--- config.mk ---
export PLATFORM = sky130hd
export DESIGN_NAME = mem_arbiter_flat
export DESIGN_NICKNAME = d
export VERILOG_FILES = /design/src/rtl/mem_arbiter_if.sv /design/src/rtl/mem_arbiter.sv /design/src/flat_wrapper.sv
export SDC_FILE = /design/constraint.sdc
export NUM_CORES = 1
export LEC_CHECK = 0
export BUFFER_PORTS_ARGS = -buffer_cell sky130_fd_sc_hd__buf_2
export CELL_PAD_IN_SITES_DETAIL_PLACEMENT = 1
export CELL_PAD_IN_SITES_GLOBAL_PLACEMENT = 1
export CORE_MARGIN = 3
export CORE_UTILIZATION = 31
export DETAILED_ROUTE_END_ITERATION = 7
export PLACE_DENSITY_LB_ADDON = 0.1
export SYNTH_ARGS = -nofsm -noshare
export SYNTH_HDL_FRONTEND = slang
export SYNTH_SLANG_ARGS = --single-unit
--- constraint.sdc ---
create_clock -name clk -period 2.5 [get_ports clk]
set_input_delay 0.125 -clock clk [delete_from_list [all_inputs] [get_ports clk]]
set_output_delay 0.125 -clock clk [all_outputs]
set_load 0.03 [all_outputs]
--- src/rtl/mem_arbiter_if.sv ---
// Requester-side bundle for mem_arbiter: one instance per master (m0, m1).
// master = requester view, slave = arbiter view.
interface mem_arbiter_if #(
    parameter int AW = 16,
    parameter int DW = 16
);
    logic          req;
    logic          we;
    logic          lock;
    logic [AW-1:0] addr;
    logic [DW-1:0] wdata;
    logic [DW-1:0] rdata;
    logic          ack;
    logic          gnt;

    modport master (output req, we, lock, addr, wdata, input rdata, ack, gnt);
    modport slave  (input req, we, lock, addr, wdata, output rdata, ack, gnt);
endinterface

--- src/rtl/mem_arbiter.sv ---
// Two-master arbiter for the shared memory write port and data read port.
// MEM_ARB_RR_EN defined selects round-robin; undefined selects fixed priority (m0 first).
//
// state  | meaning
// IDLE   | no access in flight; pick a winner when any req is high
// ACCESS | drive memory with owner's request; capture read data on exit
// RESP   | pulse owner ack; update lock tracking on exit
module mem_arbiter #(
    parameter int AW        = 16,
    parameter int DW        = 16,
    parameter int MEM_WORDS = 32768,
    parameter int MAX_LOCK  = 4
) (
    input  logic          clk,
    input  logic          rst_n,
    mem_arbiter_if.slave  m0,
    mem_arbiter_if.slave  m1,
    output logic [AW-1:0] mem_raddr,
    input  logic [DW-1:0] mem_rdata,
    output logic          mem_wen,
    output logic [AW-1:0] mem_waddr,
    output logic [DW-1:0] mem_wdata
);
    typedef enum logic [1:0] {IDLE, ACCESS, RESP} state_t;

    localparam logic [AW:0] ADDR_LIM = (AW+1)'(MEM_WORDS);
    localparam logic [3:0]  LOCK_MAX = 4'(MAX_LOCK);

    state_t        state;
    state_t        state_nxt;
    logic          owner;
    logic          lock_own;
    logic          lock_valid;
    logic [3:0]    lock_cnt;
    logic [DW-1:0] rdata0;
    logic [DW-1:0] rdata1;
    logic          winner;
    logic          any_req;
    logic          lock_hit;
    logic          in_range;
    logic          own_we;
    logic          own_lock;
    logic [AW-1:0] own_addr;
    logic [DW-1:0] own_wdata;
`ifdef MEM_ARB_RR_EN
    logic          last;
`endif

    always_comb begin
        own_we    = owner ? m1.we    : m0.we;
        own_lock  = owner ? m1.lock  : m0.lock;
        own_addr  = owner ? m1.addr  : m0.addr;
        own_wdata = owner ? m1.wdata : m0.wdata;
    end

    assign in_range = {1'b0, own_addr} < ADDR_LIM;
    assign any_req  = m0.req | m1.req;
    assign lock_hit = lock_valid && (lock_own ? m1.req : m0.req) && (lock_cnt < LOCK_MAX);

    // Lock rule has precedence; the policy only decides when it does not apply.
    always_comb begin
        if (lock_hit)
            winner = lock_own;
`ifdef MEM_ARB_RR_EN
        else if (m0.req && m1.req)
            winner = ~last;
`else
        else if (m0.req)
            winner = 1'b0;
`endif
        else
            winner = m1.req;
    end

    always_ff @(posedge clk or negedge rst_n) begin
        if (!rst_n)
            state <= IDLE;
        else
            state <= state_nxt;
    end

    always_comb begin
        state_nxt = state;
        mem_raddr = '0;
        mem_waddr = '0;
        mem_wdata = '0;
        mem_wen   = 1'b0;
        m0.ack    = 1'b0;
        m1.ack    = 1'b0;
        m0.gnt    = 1'b0;
        m1.gnt    = 1'b0;
        case (state)
            IDLE: begin
                if (any_req)
                    state_nxt = ACCESS;
            end
            ACCESS: begin
                state_nxt = RESP;
                mem_raddr = own_addr;
                mem_waddr = own_addr;
                mem_wdata = own_wdata;
                mem_wen   = own_we & in_range;
                m0.gnt    = ~owner;
                m1.gnt    = owner;
            end
            RESP: begin
                state_nxt = IDLE;
                m0.ack    = ~owner;
                m1.ack    = owner;
                m0.gnt    = ~owner;
                m1.gnt    = owner;
            end
            default: state_nxt = IDLE;
        endcase
    end

    assign m0.rdata = rdata0;
    assign m1.rdata = rdata1;

    always_ff @(posedge clk or negedge rst_n) begin
        if (!rst_n) begin
            owner      <= 1'b0;
            lock_own   <= 1'b0;
            lock_valid <= 1'b0;
            lock_cnt   <= '0;
            rdata0     <= '0;
            rdata1     <= '0;
`ifdef MEM_ARB_RR_EN
            last       <= 1'b1;
`endif
        end else begin
            case (state)
                IDLE: begin
                    if (any_req) begin
                        owner <= winner;
`ifdef MEM_ARB_RR_EN
                        last  <= winner;
`endif
                        // The lock holder lost arbitration: its lock is gone.
                        if (lock_valid && (winner != lock_own)) begin
                            lock_valid <= 1'b0;
                            lock_cnt   <= '0;
                        end
                    end
                end
                ACCESS: begin
                    if (owner)
                        rdata1 <= in_range ? mem_rdata : '0;
                    else
                        rdata0 <= in_range ? mem_rdata : '0;
                end
                RESP: begin
                    if (own_lock) begin
                        lock_own   <= owner;
                        lock_valid <= 1'b1;
                        if (lock_valid && (lock_own == owner)) begin
                            if (lock_cnt < LOCK_MAX)
                                lock_cnt <= lock_cnt + 4'd1;
                        end else begin
                            lock_cnt <= 4'd1;
                        end
                    end else begin
                        lock_valid <= 1'b0;
                        lock_cnt   <= '0;
                    end
                end
                default: ;
            endcase
        end
    end
endmodule
--- src/flat_wrapper.sv ---
// flat-port wrapper written by rule: the top's interface ports become plain ports
module mem_arbiter_flat 
#(
    parameter int AW        = 16,
    parameter int DW        = 16,
    parameter int MEM_WORDS = 32768,
    parameter int MAX_LOCK  = 4
)
  (clk, rst_n, mem_raddr, mem_rdata, mem_wen, mem_waddr, mem_wdata, m0_req, m0_we, m0_lock, m0_addr, m0_wdata, m0_rdata, m0_ack, m0_gnt, m1_req, m1_we, m1_lock, m1_addr, m1_wdata, m1_rdata, m1_ack, m1_gnt);
  mem_arbiter_if #(.AW(AW), .DW(DW)) m0_i ();
  mem_arbiter_if #(.AW(AW), .DW(DW)) m1_i ();
  input  logic clk;
  input  logic rst_n;
  output logic [AW-1:0] mem_raddr;
  input  logic [DW-1:0] mem_rdata;
  output logic mem_wen;
  output logic [AW-1:0] mem_waddr;
  output logic [DW-1:0] mem_wdata;
  input wire logic [$bits(m0_i.req)-1:0] m0_req;
  input wire logic [$bits(m0_i.we)-1:0] m0_we;
  input wire logic [$bits(m0_i.lock)-1:0] m0_lock;
  input wire logic [$bits(m0_i.addr)-1:0] m0_addr;
  input wire logic [$bits(m0_i.wdata)-1:0] m0_wdata;
  output wire logic [$bits(m0_i.rdata)-1:0] m0_rdata;
  output wire logic [$bits(m0_i.ack)-1:0] m0_ack;
  output wire logic [$bits(m0_i.gnt)-1:0] m0_gnt;
  input wire logic [$bits(m1_i.req)-1:0] m1_req;
  input wire logic [$bits(m1_i.we)-1:0] m1_we;
  input wire logic [$bits(m1_i.lock)-1:0] m1_lock;
  input wire logic [$bits(m1_i.addr)-1:0] m1_addr;
  input wire logic [$bits(m1_i.wdata)-1:0] m1_wdata;
  output wire logic [$bits(m1_i.rdata)-1:0] m1_rdata;
  output wire logic [$bits(m1_i.ack)-1:0] m1_ack;
  output wire logic [$bits(m1_i.gnt)-1:0] m1_gnt;
  assign m0_i.req = m0_req;
  assign m0_i.we = m0_we;
  assign m0_i.lock = m0_lock;
  assign m0_i.addr = m0_addr;
  assign m0_i.wdata = m0_wdata;
  assign m0_rdata = m0_i.rdata;
  assign m0_ack = m0_i.ack;
  assign m0_gnt = m0_i.gnt;
  assign m1_i.req = m1_req;
  assign m1_i.we = m1_we;
  assign m1_i.lock = m1_lock;
  assign m1_i.addr = m1_addr;
  assign m1_i.wdata = m1_wdata;
  assign m1_rdata = m1_i.rdata;
  assign m1_ack = m1_i.ack;
  assign m1_gnt = m1_i.gnt;
  mem_arbiter #(.AW(AW), .DW(DW), .MEM_WORDS(MEM_WORDS), .MAX_LOCK(MAX_LOCK)) u_core (.clk(clk), .rst_n(rst_n), .m0(m0_i), .m1(m1_i), .mem_raddr(mem_raddr), .mem_rdata(mem_rdata), .mem_wen(mem_wen), .mem_waddr(mem_waddr), .mem_wdata(mem_wdata));
endmodule
# [Word level (Yosys, flattened, before mapping)]
# Cells that the tools add are included.
[classes] add_sub_neg=1 order_cmp=2 eq_ne=7 n_mux=27 bitwise=3 reduce_logical=13
[ops] op="16-bit 2-to-1 mux" count=5
[ops] op="4-bit 2-to-1 mux" count=5
[ops] op="16-bit < comparator (second input constant)" count=1
[ops] op="1-bit 2-to-1 mux" count=13
[ops] op="4-bit case mux with 2 select lines" count=1
[ops] op="2-bit AND reduction" count=4
[ops] op="4-bit by 1-bit adder with 4-bit output (second input constant)" count=1
[ops] op="1-bit logical AND" count=4
[ops] op="4-bit by 3-bit < comparator with 1-bit output (second input constant)" count=1
[ops] op="2-bit by 1-bit != test with 1-bit output (second input constant)" count=2
[ops] op="4-bit != test (second input constant)" count=1
[ops] op="2-bit case mux with 2 select lines" count=1
[ops] op="4-bit AND reduction" count=1
[ops] op="3-bit AND reduction" count=1
[ops] op="2-bit by 1-bit equality test with 1-bit output (second input constant)" count=1
[ops] op="2-bit equality test (second input constant)" count=1
[ops] op="2-bit logical NOT" count=1
[ops] op="2-bit 2-to-1 mux" count=1
[ops] op="1-bit case mux with 2 select lines" count=1
[ops] op="2-bit nonzero test" count=1
[ops] op="2-bit OR reduction" count=1
[ops] op="1-bit bitwise AND" count=1
[ops] op="1-bit equality test" count=1
[ops] op="1-bit != test" count=1
[ops] op="2 further kinds" count=2
[totals] ff_bits=41 inputBits=88 output_inout_bits=85 word_cells=60

# [Longest topological paths before layout]
# Gate-level depths: netlist of run 1.
[depth] depth_word=9 depth_mapped=7 depth_no_buf=6

# [Least setup slack after synthesis of run 1]
# Ideal clock, no wire load.
[synth_timing] path_kind="reg2out" from="register u_core.state[1]" to="output mem_waddr[10]" arrival_ps=1790 t_required_ps=2375 setup_slack_ps=585 stages_incl_launch_ff=7 n_path_buf=3 path_cell_list="dfrtp_1 inv_1 ha_1 clkbuf_1 clkbuf_1 nor2b_1 buf_4"
[synth_via] elab_chain_cells=2
[synth_rtl] element="start, declared" line="mem_arbiter.sv:29" rtl="state_t state;"
[synth_rtl] element="start signal, assigned" line="mem_arbiter.sv:79" rtl="state <= state_nxt;"
[synth_rtl] element="2-bit by 1-bit equality test with 1-bit output"
[synth_rtl] element="16-bit 2-to-1 mux"
[synth_rtl] element="end, declared" line="flat_wrapper.sv:17" rtl="output logic [AW-1:0] mem_waddr;"
# No other way between the ends.

# [Worst setup path in the final report of run 1]
[layout_timing] from="register u_core.owner" to="output mem_waddr[13]"
[layout_via] elab_chain_cells=2
[layout_rtl] element="start, declared" line="mem_arbiter.sv:31" rtl="logic owner;"
[layout_rtl] element="start signal, assigned" line="mem_arbiter.sv:135" rtl="owner <= winner;"
[layout_rtl] element="16-bit 2-to-1 mux" line="mem_arbiter.sv:52" rtl="own_addr = owner ? m1.addr : m0.addr;"
[layout_rtl] element="16-bit 2-to-1 mux" line="mem_arbiter.sv:92" rtl="case (state)"
# No other way between the ends.

==> impl_metrics.ini, run 1 <==
[run_status]
outcome = completed

[power]
sequentialPowerShare_pct = 24.6
p_int_uw = 2110
ir_worst_vdd_mv = 0.488
p_sw_share_pct = 52.3
p_sw_uw = 2320
powerDensity_nw_per_um2 = 1270
pwr-share-comb_pct = 63.3
power_uw = 4440
p_leak_uw = 0.00195
clkPwrFrac_pct = 12.1

[final_layout]
mostFrequentLayoutCell = buf_2
utilization_pct = 44.5
final_layout_size_suffix_gt1_share_pct = 46.2
nFillCells = 1026
syn_to_final_growth_pct = 36.9
final_cell_mix = 172 x buf_2, 55 x nand2_1, 40 x dfrtp_1
num_antenna_cells = 0
nNetsFinal = 520
multi_input_area_um2 = 1300
seq_area_um2 = 1030

[sta]
clock.fmax_mhz = 450
tns_ns = 0
holdWs_ns = 0.0870
worstMarginPinSlew_ns = 0.921
slew_headroom_pct = 38.6
finalHoldViolations = 0
rsz0062_at_grt = false
fin_worst_skew_ns = 0.00572
slew_viol_final = 0
period_needed_ns = 2.22
period_share_pct = 88.9
setup_viol = 0
fin_ws_ns = 0.279

[grt]
grt_usage_pct = 16.8
grt_pass1_vias = 2630
antenna_found_initial = 0
grt_overflow_total = 0
grt_pass1_wl_um = 13000
grt_max_degree = 42

[setup_path]
path_common_cell = buf_4
crit_path_max_incr_delay_ns = 0.67
cp.arrival_ns = 2.10
critPathKind = flip-flop to output port
critPathCaptureType = output port
crit_chain = buf_4 > buf_4 > mux2i_1 > nor2b_1 > buf_2
critPathSlowestCell = dfrtp_2
cp_max_fo = 21
critPathLaunchType = flip-flop
cp_data_required_time_ns = 2.38

[routing]
drc_errors = 0
vias = 2427
vias_per_cell = 4.57
top_layer_used = met4
wl_met3_um = 506
drt_first_pass_iters = 4
drtIter0Drc = 42
met1_length_um = 3250
dr_wl_met2_um = 4100
wl_per_cell_um = 15.0
drtAntennaViolNets = 0
finalWirelength_um = 7980

[floorplan]
core_um2 = 7850
die_y_um = 96.7
initial_core_util_pct = 32.5
dieArea_um2 = 9360
placement_rows = 32
num_io_pins = 173
die_w_um = 96.7

[placement]
hpwl_um = 6410
gp_congestion = 0.784
dp_slack_ns = 0.585
numPortBuffers = 172

[clock_network]
path_clk_slew_ns = 0.08
cts.sinks = 41
clock_latency_ns = 0.30
numCtsBuffers = 5
cts_root_buffer = clkbuf_8
cts_tree = done
htree_levels = 2
clock_path_buffers = 2

[logic_synthesis]
netlist_area_um2 = 2550
syn-num-nets = 368
ys_ff_latch = 41
synth_edf_count = 0
ys_seq_area_share_pct = 40.2
synth.avg_cell_area_um2 = 9.25
async_reset_ff_share_pct = 100
synth-warning-count = 0
syn-instance-count = 276
synth_cell_types = 36
synth_top_flop_cell = dfrtp_1

[hold_path]
min_path_type = input port to flip-flop

[run]
drv_cap = 0
## path summary, 6_finish.rpt
check	startpoint	to	slack (ns)	cells after the start
min	mem_rdata[14]	u_core.m0.rdata[14]$_DFFE_PN0P_	0.09	3
min in group asynchronous	rst_n	u_core.m1.rdata[6]$_DFFE_PN0P_	0.50	2
min reg2reg	u_core.m1.rdata[6]$_DFFE_PN0P_	u_core.m1.rdata[6]$_DFFE_PN0P_	0.48	2
max reg2reg	u_core.owner$_DFFE_PN0P_	u_core.m0.rdata[1]$_DFFE_PN0P_	0.67	4
max in group asynchronous	rst_n	u_core.owner$_DFFE_PN0P_	1.36	2
max	u_core.owner$_DFFE_PN0P_	mem_waddr[13]	0.28	5
## stage by stage
stage	cell area [µm²]	cells
after floorplan	2550	276
after global placement	3370	522
after detailed placement	3370	522
after CTS	3490	531
after global routing	3490	531
final	3490	531
## power groups by stage
| stage | clock network [µW] | logic [µW] | registers [µW] |
|---|---|---|---|
| 4_1_cts | 560 | 2850 | 1100 |
| 6_report | 538 | 2810 | 1090 |
| 3_3_place_gp | 0 | 2790 | 1100 |
| 2_1_floorplan | 0 | 1900 | 1360 |
| 3_5_place_dp | 0 | 2840 | 1110 |
| 5_1_grt | 592 | 3040 | 1130 |
## synth_stat cells (3+ instances only)
cell       n  area (µm²)
inv_1      4        15.0
clkbuf_1  10        37.5
ha_1       4        50.1
buf_4     18         135
a21oi_1    3        15.0
buf_2      4        20.0
and2_1     3        18.8
nand2_1   55         206
mux2i_1   32         320
nor2_1     5        18.8
nand3_1    4        20.0
nor2b_1   35         219
dfrtp_1   41        1030
o21ai_0   33         165
## logic make-up after synthesis
logic type                 share of synthesized area, %
adders and majority gates                          1.96
and+or+nand+nor                                    22.0
DFF                                                40.2
muxes                                              15.0
buffers and inverters                              9.02
AOI/OAI and AO/OA                                  11.8
## routing by layer
layer	global-route usage, %	vias to the layer above
met4	4.54	0
met5	0	-
met3	5.05	13
li1	-	1205
met1	19.7	1126
met2	29.6	83
## area by class of cell
class                           count  area share (%)
Multi-Input combinational cell    197            37.1
Sequential cell                    41            29.4
Timing Repair Buffer              179            26.2
Tap cell                          102            3.65
Clock buffer                        5            1.97
Clock inverter                      3            1.25
Inverter                            4           0.430
## repair_timing
action | in CTS | in global routing
resized for setup | 0 | 0
hold buffers | 1 | 0
endpoints found under the hold margin | 41 | 0
setup endpoints to repair | 0 | 0
buffers inserted | 0 | 0
## flip-flops by register name, indices dropped and copies added, names as in the netlist
register,cells
u_core.m0.rdata,16
u_core.m1.rdata,16
u_core.lock_cnt,4
u_core.state,2
u_core.lock_own,1
u_core.lock_valid,1
u_core.owner,1
## critical path: cells and delay by family, from the launching register on
family,cells,cell delay (ns)
buffers and inverters,3,0.88
DFF,1,0.67
muxes,1,0.09
and+or+nand+nor,1,0.15
(Power assumes the default switching activity.)
==> inputs of run 2 (changes only) <==
CORE_UTILIZATION = 26   (was 31)
clock period = 2 ns   (was 2.5 ns; I/O delays follow)
==> run 2 against run 1 <==
Via count is 1.8% lower. Clock skew down 0.0017 ns. Hold slack lost 0.033 ns. Global-route usage is 1.9 points lower.
==> impl_metrics.ini, run 2 (synthesized netlist as in run 1, its figures left out) <==
[grt]
grt_pass1_vias = 2478
grt_pass1_wl_um = 13200
grt_max_degree = 33
grt_overflow_total = 0
grt_usage_pct = 14.8
antenna_found_initial = 0

[routing]
vias = 2384
vias_per_cell = 4.25
finalWirelength_um = 8370
drtIter0Drc = 63
wl_per_cell_um = 14.9
drc_errors = 0
drtAntennaViolNets = 0
drt_first_pass_iters = 4

[floorplan]
die_w_um = 105
initial_core_util_pct = 27.2
die_y_um = 105
num_io_pins = 173
core_um2 = 9370
placement_rows = 35
dieArea_um2 = 11000

[setup_path]
critPathKind = flip-flop to output port
cp.arrival_ns = 1.70
cp_data_required_time_ns = 1.90
cp_max_fo = 25
critPathCaptureType = output port
critPathLaunchType = flip-flop

[sta]
setup_viol = 0
period_needed_ns = 1.80
fin_worst_skew_ns = 0.00397
period_share_pct = 90.2
rsz0062_at_grt = false
finalHoldViolations = 0
slew_viol_final = 0
worstMarginPinSlew_ns = 0.468
slew_headroom_pct = 68.8
holdWs_ns = 0.0536
tns_ns = 0
clock.fmax_mhz = 554

[placement]
hpwl_um = 6870
numPortBuffers = 172
gp_congestion = 0.793

[power]
p_int_uw = 2710
p_leak_uw = 0.00197
p_sw_share_pct = 52.0
ir_worst_vdd_mv = 0.562
clkPwrFrac_pct = 11.5
pwr-share-comb_pct = 65.1
p_sw_uw = 2930
sequentialPowerShare_pct = 23.4
powerDensity_nw_per_um2 = 1580

[clock_network]
cts_root_buffer = clkbuf_8
numCtsBuffers = 5
htree_levels = 2
path_clk_slew_ns = 0.08
clock_path_buffers = 2
cts.sinks = 41
clock_latency_ns = 0.28
cts_setup_buffers = 0
cts_tree = done

[final_layout]
mostFrequentLayoutCell = buf_2
syn_to_final_growth_pct = 40.2
final_cell_mix = 172 x buf_2, 55 x nand2_1, 40 x dfrtp_1
num_antenna_cells = 0
final_layout_size_suffix_gt1_share_pct = 46.5
nNetsFinal = 524
utilization_pct = 38.2

[run_status]
outcome = completed

[run]
drv_cap = 0

[hold_path]
min_path_type = input port to flip-flop
==> run 2: cell types whose count changed in the layout (fill, tap and decap cells not counted), sizes merged <==
cell / change
buf: +4
inv: -1
==> run 2: power by group through the flow <==
stage	registers [µW]	clock network, µW	logic (µW)
floorplan	1710	0	2380
global placement	1330	0	3650
detailed placement	1340	0	3730
CTS	1320	671	3730
global route	1370	715	3960
finish	1320	650	3670
==> run 2: what timing repair did <==
action,4_1_cts,5_1_grt
endpoints found under the setup margin,0,4
hold endpoints to repair,17,0
hold buffers,1,0
gates resized for setup,0,1
==> run 2: final cells by class <==
type	count	area (µm²)
clock inverters	2	35.0
inverters	4	15.0
repair buffers	183	975
flip-flops and latches	41	1030
fillers	1177	5790
multi-input cells	197	1300
clock buffers	5	68.8
well taps	129	161
==> run 2: metal layers <==
| metal | wire, µm | up-vias | global-route usage, % |
|---|---|---|---|
| met5 | 0 | - | 0 |
| met4 | 26 | 0 | 1.69 |
| met3 | 390 | 4 | 3.09 |
| met2 | 4350 | 65 | 25.9 |
| met1 | 3600 | 1105 | 19.4 |
| li1 | - | 1210 | - |
==> run 2: critical path, cell delays in order, from the launching register on <==
cell and delay [ns]:
dfrtp_1 0.39, inv_1 0.10, ha_1 0.16, buf_6 0.19, nand2b_1 0.10, o21ai_0 0.15
and2_1 0.14, buf_2 0.19
==> run 2: final timing paths <==
path / start / endpoint / depth (start not counted) / slack, ns
min: m0_req / u_core.owner$_DFFE_PN0P_ / 2 / 0.05
max reg2reg: u_core.state[0]$_DFFE_PN0P_ / u_core.lock_cnt[0]$_DFFE_PN0P_ / 5 / 0.26
min reg2reg: u_core.m1.rdata[12]$_DFFE_PN0P_ / u_core.m1.rdata[12]$_DFFE_PN0P_ / 2 / 0.48
max: u_core.state[1]$_DFFE_PN0P_ / mem_wen / 7 / 0.20
max in group asynchronous: rst_n / u_core.m0.rdata[10]$_DFFE_PN0P_ / 3 / 1.20
min in group asynchronous: rst_n / u_core.m1.rdata[4]$_DFFE_PN0P_ / 2 / 0.31
==> run 2: per-stage QoR <==
step / instances / total power (µW) / cell area, µm² / worst slack, ns
floorplan: 276 / 4090 / 2550 / 0.110
global placement: 553 / 4990 / 3460 / 0.349
detailed placement: 553 / 5070 / 3460 / 0.257
CTS: 561 / 5730 / 3570 / 0.107
global route: 561 / 6040 / 3580 / 0.0297
finish: 561 / 5640 / 3580 / 0.196
==> inputs of run 3 (changes only) <==
MAX_ROUTING_LAYER = met4   (was not set)
==> run 3 against run 2 <==
Critical endpoint unchanged. Highest routed layer unchanged. Sequential power about the same. Clock power hardly changed. Wire length is 0.16% higher. Flip-flop and latch count unchanged. Total power barely moved. Combinational power about the same. Fmax is 0.17% higher.
==> impl_metrics.ini, run 3 (synthesized netlist as in run 1, its figures left out) <==
[sta]
tns_ns = 0
slew_viol_final = 0
slew_headroom_pct = 68.7
period_needed_ns = 1.80
fin_worst_skew_ns = 0.00450
setup_viol = 0
fin_ws_ns = 0.199
period_share_pct = 90.0
clock.fmax_mhz = 555
finalHoldViolations = 0
worstMarginPinSlew_ns = 0.470
rsz0062_at_grt = false

[placement]
gp_congestion = 0.805
dp_slack_ns = 0.257
hpwl_um = 6870
dp.cells = 553
numPortBuffers = 172
dpl_cell_area_um2 = 3460

[clock_network]
cts_root_buffer = clkbuf_8
clock_latency_ns = 0.29
path_clk_slew_ns = 0.08
cts_tree = done
cts.sinks = 41
clock_path_buffers = 2
numCtsBuffers = 5
cts_setup_buffers = 0
htree_levels = 2

[power]
clkPwrFrac_pct = 11.5
pwr-share-comb_pct = 65.1
ir_worst_vdd_mv = 0.564
p_leak_uw = 0.00197
p_sw_share_pct = 52.0
sequentialPowerShare_pct = 23.4
p_int_uw = 2710
powerDensity_nw_per_um2 = 1580
p_sw_uw = 2930

[routing]
vias_per_cell = 4.29
drc_errors = 0
finalWirelength_um = 8380
vias = 2408
drtAntennaViolNets = 0
drt_first_pass_iters = 4
wl_per_cell_um = 14.9
drtIter0Drc = 54

[setup_path]
crit_start = u_core.state[1]$_DFFE_PN0P_
cp_max_fo = 25
critPathCaptureType = output port
cp.arrival_ns = 1.70
critPathKind = flip-flop to output port
r2r-start = u_core.state[0]$_DFFE_PN0P_
critPathLaunchType = flip-flop
cp_data_required_time_ns = 1.90

[final_layout]
final_area_um2 = 3580
final_cell_mix = 172 x buf_2, 55 x nand2_1, 40 x dfrtp_1
num_antenna_cells = 0
syn_to_final_growth_pct = 40.2
final_layout_size_suffix_gt1_share_pct = 46.5
instances_no_fill = 561
nNetsFinal = 524
mostFrequentLayoutCell = buf_2

[floorplan]
dieArea_um2 = 11000
num_io_pins = 173
initial_core_util_pct = 27.2
die_w_um = 105
core_um2 = 9370
placement_rows = 35
die_y_um = 105

[grt]
grt_overflow_total = 0
grt_pass1_vias = 2481
grt_max_degree = 33
grt_usage_pct = 15.3
antenna_found_initial = 0
grt_pass1_wl_um = 13300

[hold_path]
min_path_type = input port to flip-flop
min-delay-start = m0_req

[run]
drv_cap = 0

[run_status]
outcome = completed
## run 3: cell counts in the layout (fill, tap and decap cells not counted)
No cell type changed its count.
## run 3: path summary, 6_finish.rpt
| path | endpoint | slack (ns) | cells past startpoint |
|---|---|---|---|
| max | mem_wen | 0.20 | 7 |
| min | u_core.owner$_DFFE_PN0P_ | 0.06 | 2 |
| max reg2reg | u_core.lock_cnt[0]$_DFFE_PN0P_ | 0.26 | 5 |
| min reg2reg | u_core.m1.rdata[12]$_DFFE_PN0P_ | 0.48 | 2 |
| max in group asynchronous | u_core.m0.rdata[10]$_DFFE_PN0P_ | 1.20 | 3 |
| min in group asynchronous | u_core.m1.rdata[4]$_DFFE_PN0P_ | 0.31 | 2 |
## run 3: final cells by class
type | instances | area [µm²]
fillers | 1177 | 5790
clock inverters | 2 | 35.0
well taps | 129 | 161
clock buffers | 5 | 68.8
inverters | 4 | 15.0
flip-flops and latches | 41 | 1030
multi-input cells | 197 | 1300
repair buffers | 183 | 975
## run 3: worst max-delay path, cell delays in order, from the launching register on
cell and delay [ns]:
dfrtp_1 0.39, inv_1 0.10, ha_1 0.16, buf_6 0.19
nand2b_1 0.10, o21ai_0 0.15, and2_1 0.14, buf_2 0.19
## run 3: power groups by stage
stage	registers, µW	clock network (µW)	logic, µW
2_1_floorplan	1710	0	2380
3_3_place_gp	1330	0	3650
3_5_place_dp	1340	0	3730
4_1_cts	1320	671	3730
5_1_grt	1370	715	3960
6_report	1320	648	3670
## run 3: layer usage
metal	up-vias	share of wire [%]	track usage (%)	wire [µm]
li1	1210	-	-	-
met1	1122	43	19.5	3630
met2	72	52	25.9	4340
met3	4	4.6	3.03	389
met4	0	0.27	1.69	23
met5	-	0	-	0
## run 3: per-stage QoR
stage,hold WS (ns),power (µW),utilization (%)
2_1_floorplan,-0.196,4090,-
4_1_cts,0.0504,5730,38.1
5_1_grt,0.0490,6040,38.2
3_5_place_dp,0.0897,5070,36.9
6_report,0.0557,5640,38.2
3_3_place_gp,0.0823,4990,36.9
## run 3: timing repair
item                                   4_1_cts  5_1_grt
hold buffers                                 1        0
resized for setup                            0        1
endpoints found under the hold margin       17        0
setup endpoints to repair                    0        6
